==> src/rtl/pipe_pkg.sv <==
// pipe_pkg: shared stage payload widths, reset PC and stage-register FSM encoding.
package pipe_pkg;
  localparam int IF_ID_W = 96;
  localparam int ID_EX_W = 160;
  localparam int EX_MEM_W = 112;
  localparam int MEM_WB_W = 80;
  localparam logic [31:0] RESET_PC = 32'h8000_0000;
  typedef enum logic [1:0] {
    EMPTY = 2'd0,
    FULL  = 2'd1,
    SKID  = 2'd2
  } pipe_state_e;
  function automatic logic is_occupied(input pipe_state_e st);
    return st != EMPTY;
  endfunction
endpackage

==> src/rtl/pipe_stage_reg_if.sv <==
// pipe_stage_reg_if: valid/ready/data beat channel between pipeline stages.
interface pipe_stage_reg_if
  import pipe_pkg::*;
#(
  parameter int WIDTH = IF_ID_W
) ();
  logic             valid;
  logic             ready;
  logic [WIDTH-1:0] data;
  modport master(output valid, output data, input ready);
  modport slave(input valid, input data, output ready);
endinterface

==> src/rtl/pipe_skid_buf.sv <==
// pipe_skid_buf: single-entry holding register with valid flag; clear wins over load.
module pipe_skid_buf #(
  parameter int WIDTH = 96
) (
  input  logic             clk,
  input  logic             rst,
  input  logic             clr,
  input  logic             load,
  input  logic [WIDTH-1:0] d,
  output logic             valid,
  output logic [WIDTH-1:0] q
);
  always_ff @(posedge clk or negedge rst) begin
    if (!rst) begin
      valid <= 1'b0;
      q     <= '0;
    end else begin
      valid <= !clr && (load || valid);
      if (load) q <= d;
    end
  end
endmodule

==> src/rtl/pipe_stage_reg.sv <==
// pipe_stage_reg: valid/ready pipeline register with flush; define PIPE_SKID_EN for a skid entry and registered s_ready.
module pipe_stage_reg
  import pipe_pkg::*;
#(
  parameter int               WIDTH     = IF_ID_W,
  parameter logic [WIDTH-1:0] RESET_VAL = '0
) (
  input logic              clk,
  input logic              rst,
  input logic              flush,
  pipe_stage_reg_if.slave  s,
  pipe_stage_reg_if.master m
);
  pipe_state_e      state, state_nx;
  logic [WIDTH-1:0] data_q, data_nx;
`ifdef PIPE_SKID_EN
  logic             skid_valid, skid_load, skid_clr;
  logic [WIDTH-1:0] skid_data;
  pipe_skid_buf #(.WIDTH(WIDTH)) u_skid (
    .clk  (clk),
    .rst  (rst),
    .clr  (skid_clr),
    .load (skid_load),
    .d    (s.data),
    .valid(skid_valid),
    .q    (skid_data)
  );
  assign s.ready = !skid_valid;
`else
  assign s.ready = (state == EMPTY) || m.ready;
`endif
  assign m.valid = is_occupied(state);
  assign m.data  = data_q;
  always_comb begin
    state_nx  = state;
    data_nx   = data_q;
`ifdef PIPE_SKID_EN
    skid_load = 1'b0;
    skid_clr  = 1'b0;
`endif
    if (flush) begin
      state_nx = EMPTY;
`ifdef PIPE_SKID_EN
      skid_clr = 1'b1;
`endif
    end else begin
      case (state)
        EMPTY: if (s.valid) begin
          state_nx = FULL;
          data_nx  = s.data;
        end
        FULL: if (m.ready) begin
          state_nx = s.valid ? FULL : EMPTY;
          data_nx  = s.valid ? s.data : data_q;
        end
`ifdef PIPE_SKID_EN
        else if (s.valid) begin
          state_nx  = SKID;
          skid_load = 1'b1;
        end
        SKID: if (m.ready) begin
          state_nx = FULL;
          data_nx  = skid_data;
          skid_clr = 1'b1;
        end
`endif
        default: state_nx = EMPTY;
      endcase
    end
  end
  // m_data deliberately keeps its last beat after draining or flushing
  always_ff @(posedge clk or negedge rst) begin
    if (!rst) begin
      state  <= EMPTY;
      data_q <= RESET_VAL;
    end else begin
      state  <= state_nx;
      data_q <= data_nx;
    end
  end
endmodule

==> src/flat_wrapper.sv <==
// flat-port wrapper written by rule: the top's interface ports become plain ports
module pipe_stage_reg_flat import pipe_pkg::*;
#(
  parameter int               WIDTH     = IF_ID_W,
  parameter logic [WIDTH-1:0] RESET_VAL = '0
)
  (clk, rst, flush, s_valid, s_data, s_ready, m_valid, m_data, m_ready);
  pipe_stage_reg_if #(.WIDTH(WIDTH)) s_i ();
  pipe_stage_reg_if #(.WIDTH(WIDTH)) m_i ();
  input logic clk;
  input logic rst;
  input logic flush;
  input wire logic [$bits(s_i.valid)-1:0] s_valid;
  input wire logic [$bits(s_i.data)-1:0] s_data;
  output wire logic [$bits(s_i.ready)-1:0] s_ready;
  output wire logic [$bits(m_i.valid)-1:0] m_valid;
  output wire logic [$bits(m_i.data)-1:0] m_data;
  input wire logic [$bits(m_i.ready)-1:0] m_ready;
  assign s_i.valid = s_valid;
  assign s_i.data = s_data;
  assign s_ready = s_i.ready;
  assign m_valid = m_i.valid;
  assign m_data = m_i.data;
  assign m_i.ready = m_ready;
  pipe_stage_reg #(.WIDTH(WIDTH), .RESET_VAL(RESET_VAL)) u_core (.clk(clk), .rst(rst), .flush(flush), .s(s_i), .m(m_i));
endmodule
==> config.mk <==
export PLATFORM = sky130hd
export DESIGN_NAME = pipe_stage_reg_flat
export DESIGN_NICKNAME = d
export VERILOG_FILES = /design/src/rtl/pipe_pkg.sv /design/src/rtl/pipe_stage_reg_if.sv /design/src/rtl/pipe_skid_buf.sv /design/src/rtl/pipe_stage_reg.sv /design/src/flat_wrapper.sv
export SDC_FILE = /design/constraint.sdc
export NUM_CORES = 1
export LEC_CHECK = 0
export CELL_PAD_IN_SITES_DETAIL_PLACEMENT = 2
export CELL_PAD_IN_SITES_GLOBAL_PLACEMENT = 2
export CORE_MARGIN = 5
export CORE_UTILIZATION = 25
export DETAILED_ROUTE_END_ITERATION = 10
export PLACE_DENSITY_LB_ADDON = 0.2
export SYNTH_ARGS = -nofsm -noshare
export SYNTH_HDL_FRONTEND = slang
export SYNTH_HIERARCHICAL = 1
export SYNTH_SLANG_ARGS = --single-unit
export TNS_END_PERCENT = 30
==> constraint.sdc <==
create_clock -name clk -period 2.1 [get_ports clk]
set_input_delay 0.42 -clock clk [delete_from_list [all_inputs] [get_ports clk]]
set_output_delay 0.42 -clock clk [all_outputs]
set_load 0.1 [all_outputs]
==> results of run 1 <==
-- logic make-up (layout without fill, tap and decap cells) --
kind of cell	Yosys count	in the layout	share of synthesized area, %
muxes	96	96	29.82
DFF	97	97	66.97
buffers and inverters	11	224	2.243
and+or+nand+nor	4	4	0.9667
-- stage by stage --
| stage | setup WS [ns] | total power [W] | instance area (µm²) |
|---|---|---|---|
| after CTS | 0.3439 | 0.007543 | 5943 |
| after detailed placement | -0.01032 | 0.006011 | 5682 |
| after global routing | 0.2888 | 0.007710 | 5943 |
| final | 0.3517 | 0.007397 | 5943 |
| after global placement | 0.02997 | 0.005957 | 5682 |
| after floorplan | 0.02239 | 0.005046 | 3625 |
-- flip-flops by register name, indices dropped and copies added, names as in the netlist --
name / count
u_core/m.data: 96
u_core/state: 1
-- repair_timing --
action / CTS / global route
hold endpoints to repair: 12 / 0
hold buffers: 1 / 0
setup buffers: 0 / 0
-- power breakdown --
part	switching (W)	internal (W)
Combinational	0.00276	0.000824
Clock	0.000645	0.000814
Sequential	0.000163	0.00219
-- routing by layer --
metal	routed length (µm)	up-vias
met3	1449	12
met2	5054	137
met5	0	-
li1	-	1139
met1	4101	1261
met4	158	0
-- area by class of cell --
| type | instances | area [µm²] | area share, % |
|---|---|---|---|
| clock inverters | 1 | 5.005 | 0.08421 |
| inverters | 1 | 3.754 | 0.06316 |
| flip-flops and latches | 97 | 2427 | 40.84 |
| multi-input cells | 100 | 1116 | 18.78 |
| well taps | 184 | 230.2 | 3.874 |
| clock buffers | 12 | 246.5 | 4.147 |
| repair buffers | 210 | 1914 | 32.21 |
-- cell usage after synthesis (all sizes together) --
| cell | count |
|---|---|
| nor2 | 2 |
| dfrtp | 97 |
| nor2b | 1 |
| inv | 1 |
| buf | 10 |
| nor3b | 1 |
| mux2 | 96 |
-- how the worst max path moves through the flow --
stage	endpoint	cells past startpoint	slack, ns
floorplan	s_ready	2	0.02
global placement	u_core/m.data[90]$_DFFE_PN0P_	5	0.03
detailed placement	u_core/m.data[79]$_DFFE_PN0P_	5	-0.01
CTS	s_ready	4	0.34
global route	u_core/m.data[93]$_DFFE_PN0P_	4	0.29
finish	s_ready	4	0.35
==> results.json, run 1 <==
{
  "routedWlPerCell_um": 17.79,
  "status": "complete, no violations",
  "start_kind": "input pin",
  "drtIter0Drc": 64,
  "netlist_instances": 208,
  "io_buffers": 198,
  "gp_congestion": 0.6792,
  "crit_arrival_ns": 1.33,
  "synth_nets": 309,
  "antenna_found_initial": 0,
  "yosys.area.top_type": "dfrtp_1",
  "fp-row-count": 44,
  "ys_ff_latch": 97,
  "grt-ovfl-total": 0,
  "hold_ws_ns": 0.4856,
  "htree_levels": 3,
  "met1_usage_pct": 13.95,
  "grtUsageTotal_pct": 12.69,
  "synth-seq-area-share_pct": 66.97,
  "use_met3_pct": 7.317,
  "dieArea_um2": 17010,
  "hold_class": "in -> async",
  "hold_viol": 0,
  "routed_wirelength_um": 10760,
  "root_buffer": "clkbuf_16",
  "final_util_pct": 41.36,
  "rsz0062_at_grt": "no",
  "power_density_nw_per_um2": 1245,
  "slew_headroom_pct": 80.19,
  "r2r_slack_ns": 0.40,
  "die_y_um": 130.4,
  "grt_max_degree": 47,
  "place_hpwl_um": 8522,
  "path_cells": "clkdlybuf4s50_1 -> nor2b_2 -> inv_1 -> buf_12",
  "layout_common_cells": "buf_4, clkdlybuf4s50_1, dfrtp_1",
  "busiest_layer": "met2",
  "final_common_cell": "buf_4",
  "viasPerCell": 4.213,
  "power.leakage_nw": 2.605,
  "grt_util_met2_pct": 20.58,
  "cp_slowest_cell": "clkdlybuf4s50_1",
  "grt_pass1_wl_um": 16310,
  "cts_buffer_depth": 2,
  "synthToLayoutAreaGrowth_pct": 63.96,
  "critical_path.top_delay_family": "buffers and inverters",
  "n_antenna_cell": 0,
  "io_pins": 199,
  "synth.top_cells.by_area": "dfrtp_1, mux2_2, mux2_1",
  "reg2reg_from": "u_core/state[0]$_DFFE_PN0P_",
  "ir_drop_mv": 0.6131,
  "fin_nets": 520,
  "synth_cell_types": 10,
  "stdcell_count": 605,
  "synth.avg_cell_area_um2": 17.43,
  "dr_total_vias": 2549,
  "r2r_cells": 4,
  "yosysTopAreaCellShare_pct": 66.97,
  "timing.critical_path.buf_inv": 3,
  "clkTransAtPathRegs_ns": 0.06,
  "ant_nets": 0,
  "cap_violations": 0,
  "critPathMaxStageDelay_ns": 0.41,
  "drt-pass1-iter-count": 2,
  "finalSetupViolCount": 0,
  "cts_sinks": 97,
  "core_um2": 14370,
  "maxSlewViolCount": 0,
  "cts_buffers": 9,
  "crit_path_start": "m_ready",
  "filler_cell_count": 1460,
  "crit_type": "in -> out",
  "period_minus_slack_ns": 1.748,
  "post-route-period-util_pct": 83.25,
  "syn_area_um2": 3625,
  "clk_latency_ns": 0.34,
  "drive_above_1_share_pct": 42.52,
  "drc": 0,
  "tightest_slew_ns": 0.2972,
  "critPathCaptureType": "output pin",
  "critPathMaxFanout": 3,
  "setup_tns_ns": 0,
  "cts_resized": 0,
  "skew_ns": 0.003171,
  "first_global_vias": 2979,
  "cts_tree": "yes",
  "r2r_end": "u_core/m.data[93]$_DFFE_PN0P_",
  "fmax_mhz": 572.0,
  "worst-endpoint-required_ns": 1.68,
  "start_util_pct": 25.23,
  "dp_cells": 591,
  "yosysWarnings": 6,
  "die_w_um": 130.4
}
(Power assumes the default switching activity.)
==> run 2, diff against run 1 <==
- CORE_UTILIZATION: 25 -> 22
- clock period: 2.1 -> 1.5 ns (I/O delays scaled with it)
==> run 2 against run 1 <==
  * The run now ends with negative setup slack left
  * Non-clock buffer count up 7
  * First-iteration DRC count up 98%
  * Routed wire length up 20%
  * Global-route usage up 0.43 points
  * Critical endpoint is now u_core/m.data[40]$_DFFE_PN0P_
  * Highest routed layer unchanged
==> results.json, run 2 (same netlist as run 1, synthesis figures left out) <==
{
  "status": "finished, violations left",
  "violations": "negative setup slack",
  "path_cells": "nor2b_4 -> nor3b_4 -> buf_4 -> clkbuf_16 -> mux2_2",
  "final_common_cell": "buf_12",
  "setup_tns_ns": -11.59,
  "filler_cell_count": 1543,
  "fin_nets": 527,
  "clkTransAtPathRegs_ns": 0.07,
  "ir_drop_mv": 0.7078,
  "cts_buffers": 9,
  "skew_ns": 0.003451,
  "cts_buffer_depth": 2,
  "start_util_pct": 22.17,
  "cap_violations": 0,
  "die_y_um": 138.4,
  "p_total_w": 0.01236,
  "root_buffer": "clkbuf_16",
  "worst_slack_ns": -0.1601,
  "p_sw_w": 0.005430,
  "clockPowerShare_pct": 18.8,
  "dr_total_vias": 2594,
  "ant_nets": 0,
  "grt_max_degree": 42,
  "wl_met2_um": 6134,
  "start_kind": "flip-flop",
  "critPathMaxStageDelay_ns": 0.47,
  "fmax_mhz": 602.4,
  "dieArea_um2": 19140,
  "finalSetupViolCount": 96,
  "drive_above_1_share_pct": 51.97,
  "hold_viol": 0,
  "maxUsedRoutingLayer": "met4",
  "grtUsageTotal_pct": 13.13,
  "cp_slowest_cell": "dfrtp_4",
  "power_density_nw_per_um2": 1623,
  "fp-row-count": 47,
  "pwr-share-seq_pct": 28.8,
  "worst-endpoint-required_ns": 1.73,
  "largest_reg_flops": 96,
  "p_int_w": 0.006931,
  "drc": 0,
  "rsz0062_at_grt": "yes",
  "switching_share_pct": 43.93,
  "slew_headroom_pct": 74.51,
  "period_minus_slack_ns": 1.660,
  "first_global_vias": 3071,
  "hold_class": "in -> async",
  "grt-ovfl-total": 0,
  "cts_tree": "yes",
  "critical_path.top_delay_family": "flip-flops",
  "critPathMaxFanout": 12,
  "tightest_slew_ns": 0.3823,
  "io_buffers": 198,
  "routed_wirelength_um": 12890,
  "wl_met3_um": 1059,
  "cts_sinks": 97,
  "timing.critical_path.buf_inv": 2,
  "core_um2": 16350,
  "crit_arrival_ns": 1.89,
  "hold_ws_ns": 0.4449,
  "synthToLayoutAreaGrowth_pct": 110.0,
  "routedWlPerCell_um": 19.80,
  "post-route-period-util_pct": 110.7,
  "gp_congestion": 0.6668,
  "antenna_found_initial": 0,
  "grt_pass1_wl_um": 19450,
  "drt-pass1-iter-count": 3,
  "layout_common_cells": "buf_12, clkdlybuf4s50_1, dfrtp_1",
  "viasPerCell": 3.985,
  "met1_length_um": 5530,
  "io_pins": 199,
  "crit_type": "reg -> reg",
  "place_hpwl_um": 9787,
  "drtIter0Drc": 127,
  "maxSlewViolCount": 0,
  "power_frac_comb_pct": 52.3,
  "clk_latency_ns": 0.34,
  "die_w_um": 138.4,
  "critPathCaptureType": "flip-flop",
  "n_antenna_cell": 0,
  "power.leakage_nw": 3.340,
  "htree_levels": 3
}
-- run 2: final timing paths --
| kind | startpoint | end | slack, ns | depth (start not counted) |
|---|---|---|---|---|
| min in group clk | s_data[48] | u_core/m.data[48]$_DFFE_PN0P_ | 0.56 | 2 |
| worst max register to register | u_core/state[0]$_DFFE_PN0P_ | u_core/m.data[40]$_DFFE_PN0P_ | -0.16 | 5 |
| worst min register to register | u_core/m.data[50]$_DFFE_PN0P_ | u_core/m.data[50]$_DFFE_PN0P_ | 0.56 | 1 |
| worst min-delay path | rst | u_core/m.data[62]$_DFFE_PN0P_ | 0.44 | 2 |
| worst max-delay path | u_core/state[0]$_DFFE_PN0P_ | u_core/m.data[40]$_DFFE_PN0P_ | -0.16 | 5 |
| max in group asynchronous | rst | u_core/m.data[85]$_DFFE_PN0P_ | 0.48 | 3 |
-- run 2: repair_timing --
action | in CTS | in global routing
gates resized for setup | 40 | 25
hold endpoints to repair | 21 | 0
setup endpoints to repair | 93 | 97
cloned | 0 | 2
hold buffers | 1 | 0
pin swaps | 0 | 0
setup buffers | 1 | 0
-- run 2: area by class of cell --
| class | count | area (µm²) | share of cell area (%) |
|---|---|---|---|
| inverter | 1 | 6.256 | 0.08217 |
| sequential | 97 | 2431 | 31.93 |
| clock buffer | 13 | 250.2 | 3.287 |
| timing repair buffer | 217 | 3253 | 42.73 |
| tap | 220 | 275.3 | 3.615 |
| clock inverter | 3 | 40.04 | 0.5259 |
| multi-input combinational | 100 | 1358 | 17.83 |
-- run 2: per-stage QoR --
step / setup slack (ns) / instances / instance area (µm²) / util, %
CTS: -0.1864 / 649 / 7470 / 45.69
global route: -0.2069 / 651 / 7614 / 46.57
global placement: -0.4232 / 631 / 7017 / 42.92
detailed placement: -0.4609 / 631 / 7017 / 42.92
finish: -0.1601 / 651 / 7614 / 46.57
floorplan: -0.2772 / 208 / 3637 / -
-- run 2: worst register-to-register path, stage by stage, from the launching register on --
cell and delay [ns]:
dfrtp_4 0.47, nor2b_4 0.14, nor3b_4 0.23, buf_4 0.19, clkbuf_16 0.17, mux2_2 0.34
-- run 2: power groups by stage --
| stage | combinational, W | sequential (W) | clock (W) |
|---|---|---|---|
| after CTS | 0.00643 | 0.00357 | 0.00243 |
| final | 0.00647 | 0.00357 | 0.00232 |
| after detailed placement | 0.00627 | 0.00361 | 0 |
| after global placement | 0.00621 | 0.00357 | 0 |
| after floorplan | 0.000465 | 0.00660 | 0 |
| after global routing | 0.00662 | 0.00362 | 0.00252 |
-- run 2: per-layer routing --
| layer | GRT usage, % | vias up |
|---|---|---|
| met3 | 5.801 | 10 |
| met1 | 16.38 | 1301 |
| li1 | - | 1160 |
| met5 | 0 | - |
| met4 | 4.212 | 0 |
| met2 | 20.48 | 123 |
==> run 3, diff against run 2 <==
- CORE_ASPECT_RATIO: unset -> 0.8
==> run 3 against run 2 <==
  * The flow still finishes with violations (negative setup slack)
  * Worst hold slack worse by 0.0012 ns
  * Clock power is 7% higher
  * Sequential power about the same
  * Critical endpoint is now u_core/m.data[67]$_DFFE_PN0P_
  * Largest cell class unchanged
  * Largest power group unchanged
  * Highest routed layer unchanged
==> results.json, run 3 (same netlist as run 1, synthesis figures left out) <==
{
  "reg2reg_from": "u_core/state[0]$_DFFE_PN0P_",
  "cts_buffers": 9,
  "grtUsageTotal_pct": 13.09,
  "power_frac_comb_pct": 50.8,
  "io_buffers": 198,
  "grt_pass1_wl_um": 19260,
  "fp-row-count": 42,
  "grt_max_degree": 31,
  "clk_latency_ns": 0.34,
  "placed_cell_area_um2": 6957,
  "wl_met3_um": 1101,
  "r2r_cells": 5,
  "die_w_um": 153.5,
  "worst_slack_ns": -0.1673,
  "routedWlPerCell_um": 18.95,
  "drtIter0Drc": 27,
  "largest_reg_flops": 96,
  "hold_ws_ns": 0.4436,
  "slew_headroom_pct": 70.76,
  "cts_tree": "yes",
  "fin_area_um2": 7361,
  "fmax_mhz": 599.8,
  "status": "finished, violations left",
  "crit_arrival_ns": 1.89,
  "synthToLayoutAreaGrowth_pct": 103.1,
  "clockPowerShare_pct": 20.3,
  "p_sw_w": 0.005372,
  "setup_tns_ns": -12.86,
  "core_um2": 16340,
  "dieArea_um2": 19160,
  "filler_cell_count": 1534,
  "r2r_slack_ns": -0.17,
  "violations": "negative setup slack",
  "fin_nets": 523,
  "r2r_end": "u_core/m.data[67]$_DFFE_PN0P_",
  "drt-pass1-iter-count": 3,
  "grt-ovfl-total": 0,
  "cts_buffer_depth": 2,
  "ir_drop_mv": 0.6981,
  "pwr-share-seq_pct": 28.9,
  "start_util_pct": 22.18,
  "critPathCaptureType": "flip-flop",
  "power.leakage_nw": 3.127,
  "gp_congestion": 0.7035,
  "p_int_w": 0.006894,
  "post-route-period-util_pct": 111.2,
  "antenna_found_initial": 0,
  "dr_total_vias": 2609,
  "io_pins": 199,
  "place_hpwl_um": 9773,
  "cap_violations": 0,
  "worst-endpoint-required_ns": 1.72,
  "first_global_vias": 3108,
  "viasPerCell": 4.032,
  "crit_type": "reg -> reg",
  "ant_nets": 0,
  "n_antenna_cell": 0,
  "dp_cells": 628,
  "layout_common_cells": "buf_12, clkdlybuf4s50_1, dfrtp_1",
  "cts_sinks": 97,
  "start_kind": "flip-flop",
  "clkTransAtPathRegs_ns": 0.07,
  "maxUsedRoutingLayer": "met4",
  "crit_path_start": "u_core/state[0]$_DFFE_PN0P_",
  "power_density_nw_per_um2": 1666,
  "tightest_slew_ns": 0.4386,
  "htree_levels": 3,
  "rsz0062_at_grt": "yes",
  "switching_share_pct": 43.80,
  "period_minus_slack_ns": 1.667,
  "wl_met2_um": 6171,
  "final_common_cell": "buf_12",
  "met1_length_um": 4854,
  "die_y_um": 124.8,
  "hold_class": "in -> async",
  "maxSlewViolCount": 0,
  "drc": 0,
  "critPathMaxFanout": 23,
  "skew_ns": 0.005767,
  "routed_wirelength_um": 12260,
  "cp-endpoint": "u_core/m.data[67]$_DFFE_PN0P_",
  "hold_viol": 0,
  "root_buffer": "clkbuf_16",
  "finalSetupViolCount": 97,
  "drive_above_1_share_pct": 44.03,
  "stdcell_count": 647
}
run 3: cell types whose count changed in the layout (fill, tap and decap cells not counted), sizes merged:
cell | before | now
clkbuf | 15 | 11
clkinv | 2 | 3
bufinv | 1 | 2
buf | 115 | 113
run 3: worst min-delay path by stage:
stage,start,end,slack [ns]
detailed placement,rst,u_core/m.data[18]$_DFFE_PN0P_,0.28
global placement,rst,u_core/m.data[18]$_DFFE_PN0P_,0.27
floorplan,rst,u_core/m.data[0]$_DFFE_PN0P_,0.004
finish,rst,u_core/m.data[18]$_DFFE_PN0P_,0.44
CTS,rst,u_core/m.data[18]$_DFFE_PN0P_,0.45
global route,rst,u_core/m.data[18]$_DFFE_PN0P_,0.47
run 3: power by group through the flow:
stage               sequential (W)  combinational [W]  clock, W
finish                     0.00355            0.00623   0.00249
global route               0.00361            0.00638   0.00273
CTS                        0.00357            0.00630   0.00263
floorplan                  0.00660           0.000465         0
global placement           0.00357            0.00618         0
detailed placement         0.00361            0.00625         0
run 3: metrics by stage:
stage | utilization, % | worst slack, ns | power (W)
2_1_floorplan | - | -0.2772 | 0.007068
3_3_place_gp | 42.57 | -0.4687 | 0.009749
3_5_place_dp | 42.57 | -0.5108 | 0.009855
4_1_cts | 45.04 | -0.1929 | 0.01249
5_1_grt | 45.04 | -0.2355 | 0.01272
6_report | 45.04 | -0.1673 | 0.01227
run 3: final cells by class:
class	instances	area, µm²	area share [%]
Inverter	1	6.256	0.08499
Tap cell	220	275.3	3.740
Clock inverter	5	78.83	1.071
Clock buffer	11	242.7	3.298
Sequential cell	97	2431	33.03
Timing Repair Buffer	213	3183	43.24
Multi-Input combinational cell	100	1144	15.54
run 3: worst max-delay path: stages (launching register included):
cell	delay, ns
dfrtp_4	0.48
nor2b_4	0.14
nor3b_4	0.22
buf_12	0.16
buf_12	0.17
mux2_1	0.36
run 3: what timing repair did:
item | in CTS | in global routing
hold endpoints to repair | 25 | 0
hold buffers | 1 | 0
buffers inserted | 1 | 0
gates resized for setup | 12 | 0
setup endpoints to repair | 97 | 97
cloned | 1 | 0
run 3: per-layer routing:
| metal | global-route usage, % | up-vias |
|---|---|---|
| li1 | - | 1155 |
| met5 | 0 | - |
| met4 | 3.271 | 0 |
| met1 | 15.38 | 1327 |
| met3 | 6.356 | 9 |
| met2 | 21.53 | 118 |
